<file path="src/rtl/counter_seq_monitor_if.sv">
// counter_seq_monitor_if
// Counter-side signals observed by counter_seq_monitor plus the monitor's
// status outputs. The master modport drives the counter view (testbench or
// counter wrapper); the slave modport is the monitor itself.
interface counter_seq_monitor_if #(
   parameter int WIDTH  = 4,
   parameter int WRAP_W = 8,
   parameter int ERR_W  = 8
);
   logic              count_en;
   logic              cnt_clr;
   logic [WIDTH-1:0]  q_in;
   logic              in_sync;
   logic              err_pulse;
   logic [ERR_W-1:0]  err_count;
   logic              wrap_pulse;
   logic [WRAP_W-1:0] wrap_count;
   logic [WIDTH-1:0]  exp_q;

   modport master (
      output count_en, cnt_clr, q_in,
      input  in_sync, err_pulse, err_count, wrap_pulse, wrap_count, exp_q
   );

   modport slave (
      input  count_en, cnt_clr, q_in,
      output in_sync, err_pulse, err_count, wrap_pulse, wrap_count, exp_q
   );
endinterface

</file>
<file path="src/rtl/counter_seq_monitor.sv">
// counter_seq_monitor
// Watches a free-running counter's registered output and enable, checks that
// every sample follows from the previous one, counts legal wraps and
// mismatches, and reports whether it is locked.
// Optional feature macro: COUNTER_SEQ_MON_RESYNC_EN
//   defined   -> ERROR lasts one cycle, the monitor recaptures and relocks
//   undefined -> ERROR is sticky until reset, counters frozen
module counter_seq_monitor #(
   parameter int WIDTH  = 4,
   parameter int WRAP_W = 8,
   parameter int ERR_W  = 8
) (
   input logic                  clk,
   input logic                  reset,
   counter_seq_monitor_if.slave mon
);

   typedef enum logic [1:0] {
      IDLE  = 2'd0,
      TRACK = 2'd1,
      ERROR = 2'd2
   } state_t;

   localparam logic [WIDTH-1:0] Q_ALL_ONES = '1;
   localparam logic [ERR_W-1:0] ERR_MAX    = '1;

   state_t            state, state_nxt;
   logic [WIDTH-1:0]  prev_q;
   logic              prev_en;
   logic              prev_clr;
   logic              capture;

   logic              in_sync_r,    in_sync_nxt;
   logic              err_pulse_r,  err_pulse_nxt;
   logic              wrap_pulse_r, wrap_pulse_nxt;
   logic [ERR_W-1:0]  err_count_r,  err_count_nxt;
   logic [WRAP_W-1:0] wrap_count_r, wrap_count_nxt;
   logic [WIDTH-1:0]  exp_q_r,      exp_q_nxt;

   logic [WIDTH-1:0]  cur_exp;
   logic [WIDTH-1:0]  sample_exp;
   logic              match;
   logic              legal_wrap;

   // Expectation for this cycle's sample, and the one this sample implies for the next cycle.
   always_comb begin
      cur_exp    = prev_clr ? '0 : prev_q + WIDTH'(prev_en);
      sample_exp = mon.cnt_clr ? '0 : mon.q_in + WIDTH'(mon.count_en);
      match      = (mon.q_in == cur_exp);
      legal_wrap = (prev_q == Q_ALL_ONES) && prev_en && !prev_clr && (mon.q_in == '0);
   end

   // Next state and next values of every registered output.
   always_comb begin
      // NOTE: every signal written here gets a default first, so no path through the case can infer a latch.
      state_nxt      = state;
      capture        = 1'b0;
      in_sync_nxt    = 1'b0;
      err_pulse_nxt  = 1'b0;
      wrap_pulse_nxt = 1'b0;
      err_count_nxt  = err_count_r;
      wrap_count_nxt = wrap_count_r;
      exp_q_nxt      = '0;

      unique case (state)
         IDLE: begin
            // First sample after reset only seeds the tracker; in_sync rises one edge later.
            capture   = 1'b1;
            exp_q_nxt = sample_exp;
            state_nxt = TRACK;
         end
         TRACK: begin
            if (match) begin
               capture     = 1'b1;
               in_sync_nxt = 1'b1;
               exp_q_nxt   = sample_exp;
               if (legal_wrap) begin
                  wrap_pulse_nxt = 1'b1;
                  wrap_count_nxt = wrap_count_r + WRAP_W'(1);
               end
            end else begin
               state_nxt     = ERROR;
               err_pulse_nxt = 1'b1;
               if (err_count_r != ERR_MAX) begin
                  err_count_nxt = err_count_r + ERR_W'(1);
               end
`ifdef COUNTER_SEQ_MON_RESYNC_EN
               // Keep following the offending sample so exp_q stays meaningful during ERROR.
               capture   = 1'b1;
               exp_q_nxt = sample_exp;
`endif
            end
         end
         ERROR: begin
`ifdef COUNTER_SEQ_MON_RESYNC_EN
            // One-cycle recovery: recapture and relock without comparing.
            capture     = 1'b1;
            exp_q_nxt   = sample_exp;
            in_sync_nxt = 1'b1;
            state_nxt   = TRACK;
`else
            state_nxt   = ERROR;
`endif
         end
         default: state_nxt = IDLE;
      endcase
   end

   // State, captured sample and output registers; synchronous reset clears all of them.
   always_ff @(posedge clk) begin
      // NOTE: non-blocking assignments so every register sees pre-edge values and updates together.
      if (reset) begin
         state        <= IDLE;
         prev_q       <= '0;
         prev_en      <= 1'b0;
         prev_clr     <= 1'b0;
         in_sync_r    <= 1'b0;
         err_pulse_r  <= 1'b0;
         wrap_pulse_r <= 1'b0;
         err_count_r  <= '0;
         wrap_count_r <= '0;
         exp_q_r      <= '0;
      end else begin
         state        <= state_nxt;
         if (capture) begin
            prev_q   <= mon.q_in;
            prev_en  <= mon.count_en;
            prev_clr <= mon.cnt_clr;
         end
         in_sync_r    <= in_sync_nxt;
         err_pulse_r  <= err_pulse_nxt;
         wrap_pulse_r <= wrap_pulse_nxt;
         err_count_r  <= err_count_nxt;
         wrap_count_r <= wrap_count_nxt;
         exp_q_r      <= exp_q_nxt;
      end
   end

   assign mon.in_sync    = in_sync_r;
   assign mon.err_pulse  = err_pulse_r;
   assign mon.wrap_pulse = wrap_pulse_r;
   assign mon.err_count  = err_count_r;
   assign mon.wrap_count = wrap_count_r;
   assign mon.exp_q      = exp_q_r;

endmodule

</file>
<file path="src/flat_wrapper.sv">
// flat-port wrapper written by rule: the top's interface ports become plain ports
module counter_seq_monitor_flat 
#(
   parameter int WIDTH  = 4,
   parameter int WRAP_W = 8,
   parameter int ERR_W  = 8
)
  (clk, reset, mon_count_en, mon_cnt_clr, mon_q_in, mon_in_sync, mon_err_pulse, mon_err_count, mon_wrap_pulse, mon_wrap_count, mon_exp_q);
  counter_seq_monitor_if #(.WIDTH(WIDTH), .WRAP_W(WRAP_W), .ERR_W(ERR_W)) mon_i ();
  input logic clk;
  input logic reset;
  input wire logic [$bits(mon_i.count_en)-1:0] mon_count_en;
  input wire logic [$bits(mon_i.cnt_clr)-1:0] mon_cnt_clr;
  input wire logic [$bits(mon_i.q_in)-1:0] mon_q_in;
  output wire logic [$bits(mon_i.in_sync)-1:0] mon_in_sync;
  output wire logic [$bits(mon_i.err_pulse)-1:0] mon_err_pulse;
  output wire logic [$bits(mon_i.err_count)-1:0] mon_err_count;
  output wire logic [$bits(mon_i.wrap_pulse)-1:0] mon_wrap_pulse;
  output wire logic [$bits(mon_i.wrap_count)-1:0] mon_wrap_count;
  output wire logic [$bits(mon_i.exp_q)-1:0] mon_exp_q;
  assign mon_i.count_en = mon_count_en;
  assign mon_i.cnt_clr = mon_cnt_clr;
  assign mon_i.q_in = mon_q_in;
  assign mon_in_sync = mon_i.in_sync;
  assign mon_err_pulse = mon_i.err_pulse;
  assign mon_err_count = mon_i.err_count;
  assign mon_wrap_pulse = mon_i.wrap_pulse;
  assign mon_wrap_count = mon_i.wrap_count;
  assign mon_exp_q = mon_i.exp_q;
  counter_seq_monitor #(.WIDTH(WIDTH), .WRAP_W(WRAP_W), .ERR_W(ERR_W)) u_core (.clk(clk), .reset(reset), .mon(mon_i));
endmodule
</file>
<file path="config.mk">
export PLATFORM = sky130hd
export DESIGN_NAME = counter_seq_monitor_flat
export DESIGN_NICKNAME = d
export VERILOG_FILES = /design/src/rtl/counter_seq_monitor_if.sv /design/src/rtl/counter_seq_monitor.sv /design/src/flat_wrapper.sv
export SDC_FILE = /design/constraint.sdc
export NUM_CORES = 1
export LEC_CHECK = 0
export CAP_MARGIN = 10
export CORE_ASPECT_RATIO = 1.75
export CORE_MARGIN = 2
export CORE_UTILIZATION = 39
export DETAILED_ROUTE_END_ITERATION = 7
export PLACE_DENSITY_LB_ADDON = 0.25
export SLEW_MARGIN = 10
export SYNTH_ARGS = -nofsm -noshare
export SYNTH_HDL_FRONTEND = slang
export SYNTH_SLANG_ARGS = --single-unit
</file>
<file path="constraint.sdc">
create_clock -name clk -period 5.85 [get_ports clk]
set_input_delay 0.585 -clock clk [delete_from_list [all_inputs] [get_ports clk]]
set_output_delay 0.585 -clock clk [all_outputs]
set_load 0.01 [all_outputs]
</file>
=== Yosys cells after proc, flatten, opt, wreduce, memory -nomap -nowiden ===
Index checks and enable logic that the tools add are counted.

* Memory bits (writable): 0
* Bits in read-only memories: 0
* Bits in latches: 0
* Memories: 0
* Flip-flop bits (word level): 31
* Logic and storage cells: 42

* Reduce and logical (&&, ||, !) cells: 10
* Bitwise logic cells: 2
* Muxes and demuxes: 10
* Order comparisons: 0
* Shift operators: 0
* Div/mod/pow operators: 0
* Eq/ne operators: 6
* $mul: 0
* Add/subtract/negate cells: 4

{| class="wikitable"
|+ Operators with widths
! cell !! count
|-
| $add 8x1->8 const B || 2
|-
| $mux 4 || 3
|-
| $add 4x1->4 || 2
|-
| $ne 8x8->1 const B || 1
|-
| $pmux 4 s2 || 1
|-
| $pmux 2 s3 || 1
|-
| $reduce_and 3->1 || 2
|-
| $eq 4x4->1 || 1
|-
| $eq 4x4->1 const B || 1
|-
| $logic_not 4->1 || 1
|-
| $logic_and 1x1->1 || 3
|-
| $mux 1 || 3
|-
| $reduce_or 3->1 || 1
|-
| $eq 2x1->1 const B || 1
|-
| $eq 2x2->1 const B || 1
|-
| $logic_not 2->1 || 1
|-
| $mux 2 || 1
|-
| $ne 2x2->1 const B || 1
|-
| $not 1->1 || 2
|-
| $pmux 1 s2 || 1
|-
| $reduce_or 2->1 || 1
|-
| $logic_not 1->1 || 1
|}

=== Logic depth before layout (Yosys ltp) ===
* Word-level depth: 5
* Depth in mapped cells: 9
* Gate-level depth less buffers: 8

=== Worst setup path after synthesis ===
Ideal clock, no wire load.

* Kind: input -> register
* Start point: input port mon_q_in[2]
* End point: register u_core.wrap_count_r[6], in the netlist u_core.mon.wrap_count[6]
* Cell stages on the path: 8
* Data arrival time: 2.409 ns
* Buffers on the path: 2
* Slack: 3.382 ns
* Data required time: 5.791 ns
* Cell sequence: buf_6 -> xor3_1 -> nor2_2 -> a21oi_2 -> or4_4 -> buf_6 -> or4_1 -> nand2_1

* Cells in the longest elaborated chain, start to end: 3
* Elaborated cells between the ends (all ways): 4
* Classes of those cells: 1 x eq/ne; 3 x reduce/logical

{| class="wikitable"
|+ RTL lines
! what !! line !! source
|-
| start: declaration || flat_wrapper.sv:14 || <nowiki>input wire logic [$bits(mon_i.q_in)-1:0] mon_q_in;</nowiki>
|-
| $logic_not 4->1 || counter_seq_monitor.sv:50 || <nowiki>legal_wrap = (prev_q == Q_ALL_ONES) && prev_en && !prev_clr && (mon.q_in == '0);</nowiki>
|-
| $logic_and 1x1->1 || counter_seq_monitor.sv:50 ||
|-
| $reduce_and 3->1 (no source line) (*) || -- ||
|-
| end signal: assignment || counter_seq_monitor.sv:134 || <nowiki>wrap_count_r <= wrap_count_nxt;</nowiki>
|-
| end: declaration || counter_seq_monitor.sv:37 || <nowiki>logic [WRAP_W-1:0] wrap_count_r, wrap_count_nxt;</nowiki>
|}

Mark *: on every way between the ends. The rest lies on a longest branch, timed or not.
A chain may end at the register's enable or synchronous reset.

=== Worst setup path in the final report ===
* Start point: input port mon_q_in[2]
* End point: register u_core.wrap_count_r[3], in the netlist u_core.mon.wrap_count[3]

The elaborated chain is that of the path after synthesis.

==> metrics <==
status=completed; clk_skew=between 0.004 and 0.005 ns; drt first pass iters=4; CTS Sinks=31; worst-path maximum fanout=13; die width=roughly 52 um; Worst-Skew Late Latency=between 0.2 and 0.3 ns; Pwr Density=just over 300 mW/mm^2; number of global-route vias before repair=about 1300; Max Cap Violations=0; port buffer count=30; Cell Chain, Critical Path=clkdlybuf4s50_1 > xor3_1 > nor2_2 > a21oi_2 > or4_4 > or4_1 > nand2_1; First DRT Iteration DRCs=22; Fin. Hold Viols=0; vias after detailed routing=between 1000 and 1500; first-pass GRT wire length=roughly 5600 um; grt total ovfl=0; Bufs and invs on worst path=1; Crit Path Category=primary input to flop; Yosys cell types=43; CTS buffer count=5; RSZ-0062 raised after global routing=no; H-tree Lvls=2; final net count=about 230; Slew Limit Fails=0; DP Worst Slack=~2.8 ns; CTS tree=done; Tot Pwr=about 620 uW; worst endpoint required time=6.08 ns; P&R area growth vs syn=26.9%; Post-synth top flop=dfxtp_1; Critical Path AT=about 3.0 ns; core area=about 0.0039 mm^2; peak supply drop=approximately 0.00019 V; Worst-Margin Slew=around 0.75 ns; largest net degree at the start of global routing=38; filler instances=roughly 380; mapped cell area=around 0.0016 mm^2; Area contributors post-synth=dfxtp_1 39%, ha_1 6.3%, o21ai_0 5.3%; full die area=around 0.0046 mm^2; Worst Hold Class=flop to flop; Syn. warnings=0; antenna diode count=0; number of enable flip-flop cells after synthesis=0; period utilization=0.468; routed wire length per instance=roughly 13 um; Pleak=between 0.7 and 0.8 nW; CTS root buf=clkbuf_8; Rel. slew slack=0.499; Routed WL=between 3000 and 4000 um; Cell Rows=30; setup TNS=0 ns; Post-CTS Resized=0; DP Area=0.00191 mm^2; HPWL Detailed=approximately 2400 um; largest area contributor in the netlist=dfxtp_1; Avg Inst Size Synth=approximately 8.6 um^2; Fmax achieved=365 MHz; CP Capture Type=flop; ANT nets after route=0; most frequent cell after synthesis=dfxtp_1; GRT Util Overall=0.162; Async SR Flop Fraction=0; crit-path max cell delay=a little over 0.6 ns; cts hold-fix bufs=0; crit-path leading delay family=simple AND/OR/NAND/NOR gates; Die Y=approximately 90 um; synthesized flop and latch total=31; Initial Util=0.410; initial antenna violation count=0; Residual DRC=0; Critical Path Start Type=primary input; final count of negative-setup-slack endpoints=0; Setup WS post-layout=3.11 ns; top cell type's share of synthesized area=0.388; Hold WS=between 0.4 and 0.5 ns; Via density=between 5 and 6; # Post-CTS Setup Buffers=0; Seq/Total Area, Yosys=0.388; GP Congestion=0.855; top post-synthesis cells by count=31 x dfxtp_1, 17 x nand2_1, 17 x o21ai_0; cell area after layout=between 0.002 and 0.0025 mm^2; CTS clk-pin slew, worst paths=roughly 0.060 ns; Slowest cell on crit path=or4_4; Min Clock Period, post-route=approximately 2.7 ns; Syn Nets=around 200; layout cells sized above 1=0.0694; Syn Inst Count=~190; IO Count=31; Clock Path Buffers=2
-- layout make-up --
class / instances / area [um^2] / share of cell area
Clock buffer: 6 / 82.6 / 0.0407
Clock inverter: 2 / 35.0 / 0.0173
Inverter: 7 / 26.3 / 0.0129
Multi-Input combinational cell: 139 / 897 / 0.442
Sequential cell: 31 / 621 / 0.306
Tap cell: 48 / 60.1 / 0.0296
Timing Repair Buffer: 31 / 308 / 0.152
-- final timing paths --
kind	depth (start not counted)	startpoint	to	slack [ns]
setup / recovery	7	mon_q_in[2]	u_core.mon.wrap_count[3]$_SDFFE_PP0P_	3.11
hold / removal	2	u_core.prev_q[0]$_SDFFE_PP0P_	u_core.prev_q[0]$_SDFFE_PP0P_	0.47
hold reg to reg	2	u_core.prev_q[0]$_SDFFE_PP0P_	u_core.prev_q[0]$_SDFFE_PP0P_	0.47
setup reg to reg	8	u_core.prev_en$_SDFFE_PP0P_	u_core.mon.wrap_count[3]$_SDFFE_PP0P_	3.34
-- worst reg2reg max path, delay by kind of cell, from the launching register on --
kind,cells,cell delay (ns)
simple gates,5,1.31
flops,1,0.33
compound gates,1,0.27
fa+ha+maj,2,0.54
-- registers in the layout (all words and copies together) (netlist names) --
signal and flops:
u_core.mon.err_count 8, u_core.mon.wrap_count 8, u_core.mon.exp_q 4, u_core.prev_q 4, u_core.state 2, u_core.mon.err_pulse 1
u_core.mon.in_sync 1, u_core.mon.wrap_pulse 1, u_core.prev_clr 1, u_core.prev_en 1
-- layout by cell type, fill, tap and decap left out, drive strengths merged, types with 2 or more instances in the layout --
cell and count:
nand3 6, nor2 16, or3 5, nor4 4
and2 2, o31a 2, nor2b 7, nor3 4
o21ai 18, clkbuf 6, ha 8, a21o 2
or4 6, xor2 4, a21oi 12, inv 7
nand2 17, dfxtp 31, nor4b 2, clkdlybuf4s50 30
nand4 5, mux2i 4
-- per-layer routing --
layer / global-route usage / up-vias / wire length, um
met1: 0.172 / 642 / 1390
met3: 0.0473 / 6 / 152
li1: - / 725 / -
met2: 0.280 / 30 / 1730
met5: 0 / - / 0
met4: 0.0886 / 0 / 63
-- report_power, final --
group | internal [mW] | switching (mW) | leakage (nW) | total (mW)
logic | 0.0675 | 0.0831 | 0.445 | 0.151
registers | 0.233 | 0.0209 | 0.252 | 0.254
clock network | 0.138 | 0.0799 | 0.0612 | 0.218
total | 0.438 | 0.184 | 0.759 | 0.622
-- logic make-up after synthesis --
| kind of cell | count (synthesis) | share of synthesized area |
|---|---|---|
| AO/OA/AOI/OAI | 40 | 0.147 |
| XOR/XNOR | 6 | 0.0423 |
| adder cells (fa/ha/maj) | 8 | 0.0626 |
| buffers and inverters | 17 | 0.0509 |
| flip-flops | 31 | 0.388 |
| multiplexers | 5 | 0.0321 |
| AND/OR/NAND/NOR | 80 | 0.277 |
-- stage by stage --
step / utilization / std cells
2_1_floorplan: - / 187
5_1_grt: 0.520 / 264
4_1_cts: 0.520 / 264
3_3_place_gp: 0.490 / 256
3_5_place_dp: 0.490 / 256
6_report: 0.520 / 264
(Power assumes the default switching activity.)
